<file path="src/rtl/mux_sched_pkg.sv">
// Shared definitions for the channel-multiplexer scheduler.
package mux_sched_pkg;

  typedef enum logic [2:0] {
    ST_IDLE    = 3'd0,
    ST_SELECT  = 3'd1,
    ST_LOCK    = 3'd2,
    ST_CAPTURE = 3'd3,
    ST_SEND    = 3'd4,
    ST_WAIT_TX = 3'd5,
    ST_NEXT    = 3'd6
  } sched_state_t;

  // Sync byte carried in the upper half of the optional frame header word.
  localparam logic [7:0]  HEADER_SYNC  = 8'hA5;

  localparam int unsigned DEF_PERIOD   = 1000;
  localparam int unsigned DEF_LOCK_LEN = 2;

endpackage

</file>
<file path="src/rtl/mux_sched_timer.sv">
// Frame period timer: counts 0..PERIOD-1 while enabled and flags the
// terminal count as a one-cycle frame request.
module mux_sched_timer
  import mux_sched_pkg::*;
#(
  parameter int unsigned PERIOD = DEF_PERIOD
) (
  input  logic i_clk,
  input  logic i_rst_n,
  input  logic i_enable,
  output logic o_frame_req
);

  localparam int unsigned CNT_W = (PERIOD > 1) ? $clog2(PERIOD) : 1;

  logic [CNT_W-1:0] r_cnt;
  logic             w_tc;

  assign w_tc = (r_cnt == CNT_W'(PERIOD - 1));

  // Period counter; parked at zero whenever the timer is disabled.
  always_ff @(posedge i_clk or negedge i_rst_n) begin
    if (!i_rst_n) begin
      r_cnt <= '0;
    end else if (!i_enable) begin
      r_cnt <= '0;
    end else if (w_tc) begin
      r_cnt <= '0;
    end else begin
      r_cnt <= r_cnt + 1'b1;
    end
  end

  assign o_frame_req = i_enable & w_tc;

endmodule

</file>
<file path="src/rtl/mux_scheduler.sv">
// Channel multiplexer scheduler: per frame walks the enabled channels,
// strobes the multiplexer, captures its output and hands each word to the
// serial transmitter. Optional build macro MUX_SCHED_HEADER_EN prefixes
// every frame with a {8'hA5, frame_cnt} header word.
module mux_scheduler
  import mux_sched_pkg::*;
#(
  parameter int unsigned NUM_CH   = 2,
  parameter int unsigned PERIOD   = DEF_PERIOD,
  parameter int unsigned LOCK_LEN = DEF_LOCK_LEN,
  parameter int unsigned SEL_W    = 8
) (
  input  logic              clk,
  input  logic              reset,
  input  logic              enable,
  input  logic [NUM_CH-1:0] ch_mask,
  input  logic              clr_ovr,
  output logic [SEL_W-1:0]  selector,
  output logic              data_lock,
  input  logic [15:0]       mux_data,
  output logic [15:0]       tx_data,
  output logic              tx_start,
  input  logic              tx_busy,
  output logic              frame_done,
  output logic              overrun
);

  localparam int unsigned CH_W  = (NUM_CH > 1) ? $clog2(NUM_CH) : 1;
  localparam int unsigned IDX_W = CH_W + 1;
  localparam int unsigned LC_W  = (LOCK_LEN > 1) ? $clog2(LOCK_LEN) : 1;

  // Lowest set bit of m at or above s; NUM_CH when there is none.
  function automatic logic [IDX_W-1:0] find_from(input logic [NUM_CH-1:0] m,
                                                 input logic [IDX_W-1:0]  s);
    logic [IDX_W-1:0] res;
    res = IDX_W'(NUM_CH);
    for (int unsigned i = NUM_CH; i > 0; i--) begin
      if (m[i-1] && (IDX_W'(i - 1) >= s)) begin
        res = IDX_W'(i - 1);
      end
    end
    return res;
  endfunction

  sched_state_t      r_state, w_state_nxt;
  logic [CH_W-1:0]   r_ch, w_ch_nxt;
  logic [IDX_W-1:0]  r_nstart, w_nstart_nxt;
  logic [LC_W-1:0]   r_lock_cnt, w_lock_cnt_nxt;
  logic              r_guard, w_guard_nxt;
  logic [SEL_W-1:0]  r_sel, w_sel_nxt;
  logic              r_data_lock;
  logic [15:0]       r_tx_data, w_tx_data_nxt;
  logic              r_tx_start, w_tx_start_nxt;
  logic              r_frame_done, w_frame_done_nxt;
  logic              r_overrun;
  logic              w_frame_req;
  logic [IDX_W-1:0]  w_search_start;
  logic [IDX_W-1:0]  w_found;
  logic              w_none;
  logic [IDX_W-1:0]  w_ch_inc;
`ifdef MUX_SCHED_HEADER_EN
  logic              r_hdr, w_hdr_nxt;
  logic [7:0]        r_frame_cnt;
`endif

  mux_sched_timer #(
    .PERIOD (PERIOD)
  ) u_timer (
    .i_clk       (clk),
    .i_rst_n     (reset),
    .i_enable    (enable),
    .o_frame_req (w_frame_req)
  );

  assign w_search_start = (r_state == ST_IDLE) ? '0 : r_nstart;
  assign w_found        = find_from(ch_mask, w_search_start);
  assign w_none         = (w_found == IDX_W'(NUM_CH));
  assign w_ch_inc       = {1'b0, r_ch} + IDX_W'(1);

  // Next-state and next-output decode for the frame sequencer.
  always_comb begin
    w_state_nxt      = r_state;
    w_ch_nxt         = r_ch;
    w_nstart_nxt     = r_nstart;
    w_lock_cnt_nxt   = r_lock_cnt;
    w_guard_nxt      = r_guard;
    w_sel_nxt        = r_sel;
    w_tx_data_nxt    = r_tx_data;
    w_tx_start_nxt   = 1'b0;
    w_frame_done_nxt = 1'b0;
`ifdef MUX_SCHED_HEADER_EN
    w_hdr_nxt        = r_hdr;
`endif
    case (r_state)
      ST_IDLE: begin
        if (w_frame_req) begin
`ifdef MUX_SCHED_HEADER_EN
          w_hdr_nxt     = 1'b1;
          w_tx_data_nxt = {HEADER_SYNC, r_frame_cnt};
          w_state_nxt   = ST_SEND;
`else
          if (w_none) begin
            // Empty mask: NEXT searches from NUM_CH, so it ends the frame at once.
            w_nstart_nxt = IDX_W'(NUM_CH);
            w_state_nxt  = ST_NEXT;
          end else begin
            w_ch_nxt    = w_found[CH_W-1:0];
            w_state_nxt = ST_SELECT;
          end
`endif
        end
      end
      ST_SELECT: begin
        w_sel_nxt      = SEL_W'(r_ch);
        w_lock_cnt_nxt = '0;
        w_state_nxt    = ST_LOCK;
      end
      ST_LOCK: begin
        if (r_lock_cnt == LC_W'(LOCK_LEN - 1)) begin
          w_state_nxt = ST_CAPTURE;
        end else begin
          w_lock_cnt_nxt = r_lock_cnt + 1'b1;
        end
      end
      ST_CAPTURE: begin
        w_tx_data_nxt = mux_data;
        w_state_nxt   = ST_SEND;
      end
      ST_SEND: begin
        if (!tx_busy) begin
          w_tx_start_nxt = 1'b1;
          w_guard_nxt    = 1'b1;
          w_state_nxt    = ST_WAIT_TX;
        end
      end
      ST_WAIT_TX: begin
        if (r_guard) begin
          w_guard_nxt = 1'b0;
        end else if (!tx_busy) begin
`ifdef MUX_SCHED_HEADER_EN
          w_nstart_nxt = r_hdr ? '0 : w_ch_inc;
          w_hdr_nxt    = 1'b0;
`else
          w_nstart_nxt = w_ch_inc;
`endif
          w_state_nxt  = ST_NEXT;
        end
      end
      ST_NEXT: begin
        if (w_none) begin
          w_frame_done_nxt = 1'b1;
          w_sel_nxt        = '0;
          w_ch_nxt         = '0;
          w_state_nxt      = ST_IDLE;
        end else begin
          w_ch_nxt    = w_found[CH_W-1:0];
          w_state_nxt = ST_SELECT;
        end
      end
      default: begin
        w_state_nxt = ST_IDLE;
      end
    endcase
  end

  // State and registered outputs; data_lock is registered from the next
  // state so it is high exactly for the LOCK cycles and glitch-free.
  always_ff @(posedge clk or negedge reset) begin
    if (!reset) begin
      r_state      <= ST_IDLE;
      r_ch         <= '0;
      r_nstart     <= '0;
      r_lock_cnt   <= '0;
      r_guard      <= 1'b0;
      r_sel        <= '0;
      r_data_lock  <= 1'b0;
      r_tx_data    <= '0;
      r_tx_start   <= 1'b0;
      r_frame_done <= 1'b0;
      r_overrun    <= 1'b0;
    end else begin
      r_state      <= w_state_nxt;
      r_ch         <= w_ch_nxt;
      r_nstart     <= w_nstart_nxt;
      r_lock_cnt   <= w_lock_cnt_nxt;
      r_guard      <= w_guard_nxt;
      r_sel        <= w_sel_nxt;
      r_data_lock  <= (w_state_nxt == ST_LOCK);
      r_tx_data    <= w_tx_data_nxt;
      r_tx_start   <= w_tx_start_nxt;
      r_frame_done <= w_frame_done_nxt;
      if (w_frame_req && (r_state != ST_IDLE)) begin
        r_overrun <= 1'b1;
      end else if (clr_ovr) begin
        r_overrun <= 1'b0;
      end
    end
  end

`ifdef MUX_SCHED_HEADER_EN
  // Header bookkeeping: header-in-flight flag and wrapping frame counter.
  always_ff @(posedge clk or negedge reset) begin
    if (!reset) begin
      r_hdr       <= 1'b0;
      r_frame_cnt <= '0;
    end else begin
      r_hdr <= w_hdr_nxt;
      if (w_frame_done_nxt) begin
        r_frame_cnt <= r_frame_cnt + 1'b1;
      end
    end
  end
`endif

  assign selector   = r_sel;
  assign data_lock  = r_data_lock;
  assign tx_data    = r_tx_data;
  assign tx_start   = r_tx_start;
  assign frame_done = r_frame_done;
  assign overrun    = r_overrun;

endmodule
</file>
<file path="config.mk">
export PLATFORM = sky130hd
export DESIGN_NAME = mux_scheduler
export DESIGN_NICKNAME = d
export VERILOG_FILES = /design/src/rtl/mux_sched_pkg.sv /design/src/rtl/mux_sched_timer.sv /design/src/rtl/mux_scheduler.sv
export SDC_FILE = /design/constraint.sdc
export NUM_CORES = 1
export LEC_CHECK = 0
export ABC_AREA = 0
export BUFFER_PORTS_ARGS = -buffer_cell sky130_fd_sc_hd__buf_2
export CAP_MARGIN = 5
export CELL_PAD_IN_SITES_DETAIL_PLACEMENT = 0
export CELL_PAD_IN_SITES_GLOBAL_PLACEMENT = 2
export CORE_ASPECT_RATIO = 1.25
export CORE_UTILIZATION = 32
export CTS_CLUSTER_DIAMETER = 50
export DETAILED_ROUTE_END_ITERATION = 16
export GPL_TIMING_DRIVEN = 0
export PLACE_DENSITY_LB_ADDON = 0.15
export SETUP_SLACK_MARGIN = 0.1
export SYNTH_ARGS = -nofsm -noshare
export SYNTH_HDL_FRONTEND = slang
export SYNTH_SLANG_ARGS = --single-unit
</file>
<file path="constraint.sdc">
create_clock -name clk -period 2.31 [get_ports clk]
set_clock_uncertainty 0.2 [all_clocks]
set_input_delay 0.1155 -clock clk [delete_from_list [all_inputs] [get_ports clk]]
set_output_delay 0.1155 -clock clk [all_outputs]
set_load 0.005 [all_outputs]
</file>
Word-level counts from Yosys, hierarchy flattened
Cells that the tools add are included.
{ "word_totals": {"wordCells": 83, "ff_bits": 46, "input_bits": 23, "output_inout_bits": 28} }
{ "op_classes": {"eq_ne": 16, "bitwise_logic": 1, "n_reduce_logical": 15, "addsub": 3, "muxes": 34, "order_cmp": 2} }
{ "op_table": {"columns": ["operator", "count"], "rows": [
  ["$pmux W3 S7", 1],
  ["$mux W10", 2],
  ["$mux W3", 6],
  ["$pmux W8 S2", 1],
  ["$mux W2", 7],
  ["$ne A2 B2 Y1 const B", 7],
  ["$mux W1", 12],
  ["$reduce_bool A2 Y1", 6],
  ["$add A10 B1 Y10 const B", 1],
  ["$eq A10 B10 Y1 const B", 1],
  ["$eq A3 B2 Y1 const B", 3],
  ["$eq A3 B3 Y1 const B", 3],
  ["$mux W8", 1],
  ["$pmux W1 S2", 3],
  ["$reduce_and A5 Y1", 1],
  ["$ge A1 B2 Y1 const A", 2],
  ["$pmux W2 S2", 1],
  ["$reduce_and A2 Y1", 2],
  ["$eq A3 B1 Y1 const B", 1],
  ["$logic_and A1 B1 Y1", 3],
  ["$logic_not A3 Y1", 1],
  ["$reduce_and A3 Y1", 1],
  ["$reduce_bool A3 Y1", 1],
  ["$add A1 B1 Y2 const B", 1],
  ["3 further kinds", 3]
]} }

Longest topological paths before layout
Gate-level depths: netlist (run 1).
{ "depth": {"word_depth": 11, "mapped_depth": 5, "mapped_depth_nobuf": 5} }

By module
A second synthesis (run 1) with hierarchy kept.
{ "unflattened": {"cells_unflattened": 169, "area_unflattened_um2": 1866.8} }
{ "modules_own_cells": {"columns": ["module", "area_each_um2", "cells_each", "n_inst", "seq_area_each_um2"], "rows": [
  ["mux_scheduler", 1367.6, 116, 1, 725.7],
  ["mux_sched_timer", 499.2, 53, 1, 250.2]
]} }

Least setup slack after synthesis (run 1)
No wires, ideal clock.
{ "synth_timing": {"kind": "reg2reg", "start": "register r_state[2]", "end": "register r_ch", "setup_time_ns": 0.080, "t_required_ns": 2.030, "arrival_time_ns": 1.311, "stages_incl_launch_ff": 6, "n_path_buf": 1, "period_less_slack_ns": 1.591, "slack_ns": 0.719, "path_cell_list": "dfrtp_1 buf_6 or3_4 a221oi_2 o21ai_1 o211ai_2"} }
{ "synth_between": {"elab_chain_cells": 9, "elab_cells_between_ends": 18, "cone_classes": "order compare (2); eq/ne (4); mux (7); reduce/logical (5)"} }
{ "synth_lines": {"columns": ["element", "line_no", "source"], "rows": [
  ["start: declaration", "mux_scheduler.sv:45", "sched_state_t r_state, w_state_nxt;"],
  ["start signal: assignment", "mux_scheduler.sv:182", "r_state <= w_state_nxt;"],
  ["$logic_not A3 Y1", "mux_scheduler.sv:75, mux_scheduler.sv:94", null],
  ["$mux W2", "mux_scheduler.sv:75", "assign w_search_start = (r_state == ST_IDLE) ? '0 : r_nstart;"],
  ["$ge A1 B2 Y1", "mux_scheduler.sv:38", "if (m[i-1] && (IDX_W'(i - 1) >= s)) begin"],
  ["$logic_and A1 B1 Y1", "mux_scheduler.sv:38", null],
  ["$mux W2 (2 in a row)", "mux_scheduler.sv:38", null],
  ["$eq A2 B2 Y1 or $mux W1 (tied branches)", "mux_scheduler.sv:77, mux_scheduler.sv:102", null],
  ["$mux W1 (tied with other cells)", "mux_scheduler.sv:150", "if (w_none) begin"],
  ["$pmux W1 S2 or $reduce_and A3 Y1 (tied branches)", null, null],
  ["end signal: assignment", "mux_scheduler.sv:183", "r_ch <= w_ch_nxt;"],
  ["end: declaration", "mux_scheduler.sv:46", "logic [CH_W-1:0] r_ch, w_ch_nxt;"]
]} }
Several ways; a longest one is shown, not always the timed one. The select of a mux whose other input is x is not followed.
A chain may end at the register's enable or synchronous reset.

Final worst setup path (run 1)
{ "layout_timing": {"start": "register u_timer.r_cnt[3]", "end": "register r_overrun, in the netlist overrun"} }
{ "layout_between": {"elab_chain_cells": 4, "elab_cells_between_ends": 5, "cone_classes": "eq/ne (1); mux (1); bitwise (1); reduce/logical (2)"} }
{ "layout_lines": {"columns": ["element", "line_no", "source"], "rows": [
  ["start: declaration", "mux_sched_timer.sv:16", "logic [CNT_W-1:0] r_cnt;"],
  ["start signal: assignment", "mux_sched_timer.sv:30", "r_cnt <= r_cnt + 1'b1;"],
  ["$eq A10 B10 Y1 *", "mux_sched_timer.sv:19", "assign w_tc = (r_cnt == CNT_W'(PERIOD - 1));"],
  ["$and A1 B1 Y1 *", "mux_sched_timer.sv:34", "assign o_frame_req = i_enable & w_tc;"],
  ["$logic_and A1 B1 Y1 *", "mux_scheduler.sv:192", "if (w_frame_req && (r_state != ST_IDLE)) begin"],
  ["$mux W1 or $reduce_bool A2 Y1 (tied branches)", null, null],
  ["end signal: assignment", "mux_scheduler.sv:180", "r_overrun <= 1'b0;"],
  ["end signal: assignment", "mux_scheduler.sv:193", "r_overrun <= 1'b1;"],
  ["end signal: assignment", "mux_scheduler.sv:195", "r_overrun <= 1'b0;"],
  ["end: declaration", "mux_scheduler.sv:55", "logic r_overrun;"]
]} }
Every way passes the cells marked *; elsewhere a longest branch is shown, timed or not.

==> qor.yml, run 1 <==
outcome: "finished clean"
cts.sinks: 39
cts_root_buffer: "clkbuf_8"
syn_area_per_cell_um2: 11.4
required_ns: 2.34
reg2reg_to: "overrun"
cts-htree-levels: 2
drive_gt1_share_pct: 35.6
hp-class: "in -> reg"
synth_edf_count: 0
synth-simple-area-share_pct: 16.7
drt_first_pass_iters: 4
placed_cells: 273
layout_common_cells: "44 x buf_2, 39 x dfrtp_1, 22 x dlygate4sd3_1, 16 x mux2_2, 15 x nor2_1"
dpl.hpwl_um: 2630
ys_ff_latch: 39
initial_core_util_pct: 33.4
period_share_pct: 84.3
die-width_um: 69.4
wl_met2_um: 2070
grt_pass1_wl_um: 6560
stdcell_count: 303
syn_area_um2: 1820
async_flop_share_pct: 100
gp_congestion: 0.816
relSlewSlack_pct: 43.4
cts_tree: "yes"
grt_max_degree: 40
crit_type: "reg -> reg"
globalRouteTotalUtil_pct: 13.7
layout_min_cycle_time_ns: 1.95
grt_overflow: 0
port_buffers: 43
drtIter0Drc: 68
worstHoldPathCells: 4
holdBufCountCts: 22
synthAdderAreaFrac_pct: 0.688
powerDensity_nw_per_um2: 954
drv_slew: 0
clkLatencyLatePin_ns: 0.29
dr_wl_met3_um: 110
coreArea_um2: 5440
highest_layer: "met4"
wl_met1_um: 1510
dieArea_um2: 5990
synth_warnings: 0
arrival_ns: 1.97
syn2layout_area_growth_pct: 34.5
hold_violations: 0
layout.nets: 262
drc_errors: 0
cts.repair.resized: 0
n_antenna_cell: 0
synthXorXnorAreaFrac_pct: 3.85
vias: 1429
synth_top_family_by_area: "simple AND/OR/NAND/NOR gates"
ys_seq_area_share_pct: 53.7
setup_viol: 0
drv_cap: 0
hp-start: "ch_mask[0]"
r2r_setup_slack_ns: 0.36
cts_buffer_depth: 2
r2r.worst_path.cells: 4
crit_path_max_fanout: 5
synth_ff_type: "dfrtp_1"
synth.area.mux_share_pct: 10.5
ys_types: 40
grt_setup_unrepaired: "no"
clk_pin_slew_ns: 0.08
wl_um: 3750
p_leak_nw: 1.15
antenna_found_initial: 0
io_pins: 51
final_common_cell: "buf_2"
antenna_left: 0
hold-path-endpoint: "r_ch"
synth_compound_area_share_pct: 8.60
avgRoutedWirePerCell_um: 12.4
cts_setup_buffers: 0
ir_drop_mv: 0.348
end_kind: "register"
max_freq_mhz: 514
crit-reg2reg-launch: "u_timer.r_cnt[3]"
setup-tns-final_ns: 0
viasPerCell: 4.72
die_y_um: 86.3
synthCells: 160
numCtsBuffers: 5
start_kind: "register"
rows: 30
grt_pass1_vias: 1478
tightest_slew_ns: 0.849
[layout make-up]
cell class	instances	area [um2]
well taps	64	80.1
fillers	532	3000
clock inverters	3	20.0
multi-input cells	111	758
clock buffers	5	68.8
repair buffers	65	435
plain buffers	11	87.6
inverters	5	18.8
flip-flops and latches	39	976
[through the flow]
| stage | total power (W) | instance area (um2) | setup slack, ns | hold WS (ns) | utilization [%] |
|---|---|---|---|---|---|
| 2_1_floorplan | 0.00157 | 1840 | 0.719 | -0.380 | - |
| 3_3_place_gp | 0.00187 | 2140 | 0.578 | 0.0744 | 39.2 |
| 3_5_place_dp | 0.00188 | 2140 | 0.571 | 0.0935 | 39.2 |
| 4_1_cts | 0.00238 | 2440 | 0.370 | 0.00595 | 44.9 |
| 5_1_grt | 0.00252 | 2440 | 0.287 | 0.0214 | 44.9 |
| 6_report | 0.00233 | 2440 | 0.363 | 0.0159 | 44.9 |
[registers in the layout (all words and copies together) (netlist names), 2 cells and up]
register	count
tx_data	16
r_state	3
u_timer.r_cnt	10
r_nstart	2
[synth_stat cells (2+ instances only)]
cell type,n,area [um2]
nor3_1,4,20.0
mux2_2,16,180
xnor2_1,4,35.0
and3_1,3,18.8
nand4_1,3,18.8
and2_1,3,18.8
and4_1,2,17.5
a21oi_1,6,30.0
o21ai_0,6,30.0
buf_4,8,60.1
nand3_1,4,20.0
nand2b_1,3,18.8
xor2_1,4,35.0
nor2b_1,2,12.5
nor2_1,15,56.3
nand2_1,10,37.5
buf_6,2,22.5
dfrtp_1,39,976
inv_1,5,18.8
[where the power goes]
group / switching [W] / internal [W] / total (W)
clock network: 0.000241 / 0.000210 / 0.000451
logic: 0.000370 / 0.000461 / 0.000832
registers: 0.000136 / 0.000915 / 0.00105
total: 0.000747 / 0.00159 / 0.00233
[critical path, stage by stage, from the launching register on]
cell,delay [ns]
dfrtp_1,0.43
nor3b_1,0.37
nand4_1,0.19
o22ai_1,0.14
dlygate4sd3_1,0.56
[kinds of logic (layout without fill, tap and decap cells)]
group,count (synthesis),count (layout)
and+or+nand+nor,56,56
DFF,39,39
AOI/OAI and AO/OA,22,22
muxes,17,17
buffers and inverters,16,89
xor gates and xnor gates,8,8
adders and majority gates,1,1
other,1,7
[layer usage]
metal  GRT usage, %  up-vias
li1               -      700
met1           15.3      704
met2           25.4       20
met3           3.14        5
met4           5.01        0
met5              0        -
[worst max-delay path by stage]
| stage | endpoint | startpoint | cells after the start | slack, ns |
|---|---|---|---|---|
| final | overrun | u_timer.r_cnt[3] | 4 | 0.36 |
| after detailed placement | r_state[0] | r_state[1] | 5 | 0.57 |
| after global placement | r_state[0] | r_state[1] | 5 | 0.58 |
| after CTS | overrun | u_timer.r_cnt[3] | 4 | 0.37 |
| after global routing | overrun | u_timer.r_cnt[3] | 4 | 0.29 |
| after floorplan | r_ch | r_state[2] | 5 | 0.72 |
No activity file was read; power rests on OpenSTA's default activity.
==> run 2: changes to the inputs <==
--- a/config.mk
+++ b/config.mk
@@ -11,7 +11,7 @@
 export CELL_PAD_IN_SITES_DETAIL_PLACEMENT = 0
 export CELL_PAD_IN_SITES_GLOBAL_PLACEMENT = 2
 export CORE_ASPECT_RATIO = 1.25
-export CORE_UTILIZATION = 32
+export CORE_UTILIZATION = 29
 export CTS_CLUSTER_DIAMETER = 50
 export DETAILED_ROUTE_END_ITERATION = 16
 export GPL_TIMING_DRIVEN = 0
==> constraint.sdc (replaced) <==
create_clock -name clk -period 1.6 [get_ports clk]
set_clock_uncertainty 0.2 [all_clocks]
set_input_delay 0.08 -clock clk [delete_from_list [all_inputs] [get_ports clk]]
set_output_delay 0.08 -clock clk [all_outputs]
set_load 0.005 [all_outputs]
==> run 2 against run 1 <==
The flow now finishes with violations (negative setup slack); highest routed layer unchanged; core utilization is 3.3 points higher; die area is 10% higher; combinational power is 120% higher; total power is 86% higher; hold slack worse by 0.0061 ns.
==> qor.yml, run 2 (synthesis results as in run 1) <==
final_common_cell: "buf_2"
crit_type: "reg -> reg"
vias: 1490  # +4.3%
n_antenna_cell: 0  # unchanged
violations: "negative setup slack"
clk_pin_slew_ns: 0.08  # about the same
rows: 31  # +3.3%
die_y_um: 90.5  # +4.9%
stdcell_count: 338  # +12%
start_kind: "register"
hp-class: "in -> reg"
num-fill-cells: 578  # +8.6%
viasPerCell: 4.41  # -6.5%
setup_viol: 15  # +15
arrival_ns: 1.66  # -0.31 ns
io_pins: 51  # unchanged
placed_cells: 291  # +6.6%
initial_core_util_pct: 30.6  # -2.8 points
grt_overflow: 0  # unchanged
avgRoutedWirePerCell_um: 13.1  # +5.5%
gp_congestion: 0.790  # -3.2%
largest_reg_flops: 16  # unchanged
max_freq_mhz: 598  # +16%
grt_pass1_vias: 1529  # +3.5%
layout_setup_ws_ns: -0.0727  # -0.436 ns
dieArea_um2: 6590  # +10%
relSlewSlack_pct: 41.6  # -1.7 points
clkLatencyLatePin_ns: 0.29  # about the same
layout_min_cycle_time_ns: 1.67  # -0.274 ns
drv_slew: 0  # unchanged
numCtsBuffers: 5  # unchanged
hp-start: "ch_mask[1]"
wl_um: 4420  # +18%
syn2layout_area_growth_pct: 57.3
multi_input_area_um2: 915  # +21%
coreArea_um2: 5930  # +9.0%
dp_slack_ns: -0.187  # -0.758 ns
grt_max_degree: 40  # unchanged
cts-htree-levels: 2  # unchanged
tightest_slew_ns: 0.875  # +0.0261 ns
layout.nets: 279  # +6.5%
r2r_setup_slack_ns: -0.07  # -0.44 ns
crit-reg2reg-launch: "r_state[2]"
r2r.worst_path.cells: 5  # +1
worstHoldPathCells: 5  # +1
final_core_util_pct: 48.2  # +3.3 points
dpl.hpwl_um: 2780  # +5.7%
antenna_left: 0  # unchanged
cts_buffer_depth: 2  # unchanged
cts_tree: "yes"
die-width_um: 72.8  # +4.9%
antenna_found_initial: 0  # unchanged
port_buffers: 43  # unchanged
setup-tns-final_ns: -0.278  # -0.278 ns
cts_root_buffer: "clkbuf_8"
powerDensity_nw_per_um2: 1520  # +59%
grt_setup_unrepaired: "yes"
layout_common_cells: "43 x buf_2, 37 x dfrtp_1, 23 x dlygate4sd3_1, 18 x buf_4, 16 x mux2_4"
crit_path_max_fanout: 4  # -1
globalRouteTotalUtil_pct: 13.9  # +0.20 points
p_leak_nw: 1.39  # +20%
outcome: "finished, violations left"
drc_errors: 0  # unchanged
ir_drop_mv: 0.598  # +72%
reg2reg_to: "r_nstart[1]"
hold_violations: 0  # unchanged
drive_gt1_share_pct: 46.5  # +11 points
grt_pass1_wl_um: 7110  # +8.3%
cts.sinks: 39  # unchanged
drt_first_pass_iters: 4  # unchanged
drtIter0Drc: 43  # -37%
period_share_pct: 105  # +20 points
hold-path-endpoint: "r_ch"
required_ns: 1.59  # -0.75 ns
drv_cap: 0  # unchanged
register_area_um2: 978  # +0.26%
end_kind: "register"
-- run 2: critical path, stage by stage, from the launching register on --
cell,delay (ns)
dfrtp_2,0.44
buf_4,0.15
nor2_2,0.13
a21oi_2,0.09
or4_4,0.44
o21a_1,0.12
-- run 2: timing repair --
item                                   4_1_cts  5_1_grt
resized for setup                            9       39
setup endpoints to repair                   24       33
endpoints found under the hold margin       64        2
pin swaps                                    5       11
gates cloned                                 0        1
hold buffers                                20        3
setup buffers                                4       11
-- run 2: how the worst max path moves through the flow --
stage / from / depth (start not counted) / slack, ns / endpoint
after floorplan: r_state[2] / 5 / 0.04 / r_ch
after global placement: r_state[1] / 5 / -0.20 / r_state[0]
after detailed placement: r_state[1] / 5 / -0.19 / r_state[2]
after CTS: r_state[1] / 5 / -0.08 / r_state[0]
after global routing: r_state[2] / 5 / -0.13 / r_ch
final: r_state[2] / 5 / -0.07 / r_nstart[1]
-- run 2: routing by layer --
metal	share of wire (%)	GRT usage, %	up-vias	routed length (um)
met5	0	0	-	0
li1	-	-	738	-
met2	55	24.4	17	2410
met1	42	15.7	731	1870
met3	1.9	3.24	4	86
met4	1.1	6.05	0	49
-- run 2: through the flow --
| stage | cell area, um2 | hold slack (ns) | total power [W] |
|---|---|---|---|
| after detailed placement | 2170 | 0.0604 | 0.00274 |
| after floorplan | 1850 | -0.416 | 0.00228 |
| final | 2860 | 0.00975 | 0.00433 |
| after global routing | 2860 | 0.0236 | 0.00461 |
| after CTS | 2560 | -0.0364 | 0.00386 |
| after global placement | 2170 | 0.0435 | 0.00272 |
-- run 2: final cells by class --
class | count | area share [%]
Tap cell | 82 | 3.59
Clock buffer | 6 | 2.54
Multi-Input combinational cell | 111 | 32.0
Sequential cell | 39 | 34.2
Buffer | 11 | 3.68
Timing Repair Buffer | 82 | 21.2
Inverter | 5 | 0.656
Clock inverter | 2 | 2.10
-- run 2: report_power, final --
| group | leakage, nW | internal, W | total [W] | switching (W) |
|---|---|---|---|---|
| clock | 0.0654 | 0.000623 | 0.000973 | 0.000349 |
| combinational | 0.841 | 0.00109 | 0.00181 | 0.000722 |
| sequential | 0.480 | 0.00133 | 0.00155 | 0.000224 |
| total | 1.39 | 0.00304 | 0.00433 | 0.00130 |
==> run 3: changes to the inputs <==
--- a/config.mk
+++ b/config.mk
@@ -15,6 +15,7 @@
 export CTS_CLUSTER_DIAMETER = 50
 export DETAILED_ROUTE_END_ITERATION = 16
 export GPL_TIMING_DRIVEN = 0
+export HOLD_SLACK_MARGIN = 0.15
 export PLACE_DENSITY_LB_ADDON = 0.15
 export SETUP_SLACK_MARGIN = 0.1
 export SYNTH_ARGS = -nofsm -noshare
==> run 3 against run 2 <==
The flow still finishes with violations (negative setup slack); die area unchanged; via count increased by 0.40%; worst setup slack improved by 0.0067 ns; first-iteration DRC count decreased by 12%; global-route usage increased by 0.093 points; total power about the same; non-clock buffer count unchanged; sequential cell count unchanged; cell area unchanged; register-to-register slack about the same; cell count unchanged; clock power about the same.
==> qor.yml, run 3 (synthesis results as in run 1) <==
outcome: "finished, violations left"
violations: "negative setup slack"
clk_pin_slew_ns: 0.08  # about the same
relSlewSlack_pct: 41.4  # -0.28 points
dieArea_um2: 6590  # unchanged
antenna_found_initial: 0  # unchanged
worstHoldPathCells: 5  # unchanged
cts_tree: "yes"
num-fill-cells: 572  # -1.0%
wl_um: 4400  # -0.41%
viasPerCell: 4.43  # +0.40%
numCtsBuffers: 5  # unchanged
antenna_left: 0  # unchanged
layout_common_cells: "43 x buf_2, 37 x dfrtp_1, 23 x dlygate4sd3_1, 18 x buf_4, 16 x mux2_4"
cts_buffer_depth: 2  # unchanged
tightest_slew_ns: 0.880  # +0.00413 ns
layout_min_cycle_time_ns: 1.67  # -0.00665 ns
grt_overflow: 0  # unchanged
design_area_um2: 2860  # unchanged
crit-reg2reg-launch: "r_state[2]"
reg2reg_to: "r_nstart[1]"
dpl.hpwl_um: 2780  # unchanged
avgRoutedWirePerCell_um: 13.0  # -0.41%
p_leak_nw: 1.39  # about the same
initial_core_util_pct: 30.6  # unchanged
crit_path_max_fanout: 4  # unchanged
cts_root_buffer: "clkbuf_8"
globalRouteTotalUtil_pct: 14.0  # +0.093 points
grt_setup_unrepaired: "yes"
power_switching_w: 0.00130  # about the same
drtIter0Drc: 38  # -12%
intPower_w: 0.00304  # about the same
largest_reg_flops: 16  # unchanged
hold-path-endpoint: "r_nstart[0]"
coreArea_um2: 5930  # unchanged
grt_pass1_wl_um: 7180  # +0.97%
port_buffers: 43  # unchanged
grt_max_degree: 40  # unchanged
die_y_um: 90.5  # unchanged
hp-class: "in -> reg"
crit_type: "reg -> reg"
final_core_util_pct: 48.2  # unchanged
n_antenna_cell: 0  # unchanged
power_frac_comb_pct: 41.9  # about the same
gp_congestion: 0.790  # unchanged
drc_errors: 0  # unchanged
placed_area_um2: 2170  # unchanged
drv_slew: 0  # unchanged
start_kind: "register"
hp-start: "ch_mask[0]"
die-width_um: 72.8  # unchanged
final_common_cell: "buf_2"
clkLatencyLatePin_ns: 0.29  # about the same
syn2layout_area_growth_pct: 57.3  # unchanged
layout.nets: 279  # unchanged
drt_first_pass_iters: 4  # unchanged
powerDensity_nw_per_um2: 1520  # about the same
max_freq_mhz: 600  # +0.40%
hold_violations: 0  # unchanged
arrival_ns: 1.65  # about the same
ir_drop_mv: 0.598  # about the same
io_pins: 51  # unchanged
rows: 31  # unchanged
switching_share_pct: 29.9  # about the same
drive_gt1_share_pct: 46.5  # unchanged
holdWs_ns: 0.157  # +0.147 ns
cts-htree-levels: 2  # unchanged
period_share_pct: 104  # -0.42 points
required_ns: 1.59  # about the same
end_kind: "register"
cts.sinks: 39  # unchanged
vias: 1496  # +0.40%
grt_pass1_vias: 1539  # +0.65%
clockPowerShare_pct: 22.5  # about the same
setup_viol: 13  # -2
drv_cap: 0  # unchanged
share_seq_of_total_power_pct: 35.6  # -0.2 points
p_total_w: 0.00434  # about the same
r2r.worst_path.cells: 5  # unchanged
layout_setup_ws_ns: -0.0660  # +0.00665 ns
r2r_setup_slack_ns: -0.07  # about the same
-- run 3: layout make-up --
type	count	area, um2	area share [%]
Timing Repair Buffer	82	607	21.2
Clock inverter	2	60.1	2.10
Clock buffer	6	72.6	2.54
Buffer	11	105	3.68
Multi-Input combinational cell	111	915	32.0
Tap cell	82	103	3.59
Inverter	5	18.8	0.656
Sequential cell	39	978	34.2
-- run 3: worst max-delay path by stage --
stage	start	endpoint	slack (ns)
floorplan	r_state[2]	r_ch	0.04
global placement	r_state[1]	r_state[0]	-0.20
detailed placement	r_state[1]	r_state[2]	-0.19
CTS	r_state[1]	r_state[0]	-0.08
global route	r_state[2]	r_ch	-0.13
finish	r_state[2]	r_nstart[1]	-0.07
-- run 3: worst max-delay path: stages (launching register included) --
cell and delay (ns):
dfrtp_2 0.44, buf_4 0.14, nor2_2 0.13, a21oi_2 0.09, or4_4 0.43, o21a_1 0.12
-- run 3: timing repair --
item | CTS | global route
pin swaps | 5 | 10
resized for setup | 9 | 39
setup buffers | 4 | 11
setup endpoints to repair | 24 | 33
hold endpoints to repair | 76 | 0
cloned | 0 | 1
hold buffers | 23 | 0
-- run 3: stage by stage --
stage	instances	worst slack (ns)	TNS, ns
5_1_grt	338	-0.134	-1.26
6_report	338	-0.0660	-0.239
3_3_place_gp	291	-0.197	-0.857
4_1_cts	326	-0.0844	-0.702
2_1_floorplan	166	0.0356	0
3_5_place_dp	291	-0.187	-1.01
-- run 3: per-layer routing --
metal  track usage [%]  vias up  share of wire, %
met5                 0        -                 0
met4              5.72        0               1.4
met3              3.24        5               2.1
met2              24.7       17                54
met1              15.8      736                42
li1                  -      738                 -
-- run 3: power by group through the flow --
stage | sequential (W) | combinational (W) | clock [W]
after floorplan | 0.00154 | 0.000742 | 0
after global placement | 0.00153 | 0.00119 | 0
after detailed placement | 0.00154 | 0.00120 | 0
after CTS | 0.00152 | 0.00134 | 0.00100
after global routing | 0.00160 | 0.00198 | 0.00103
final | 0.00155 | 0.00182 | 0.000974
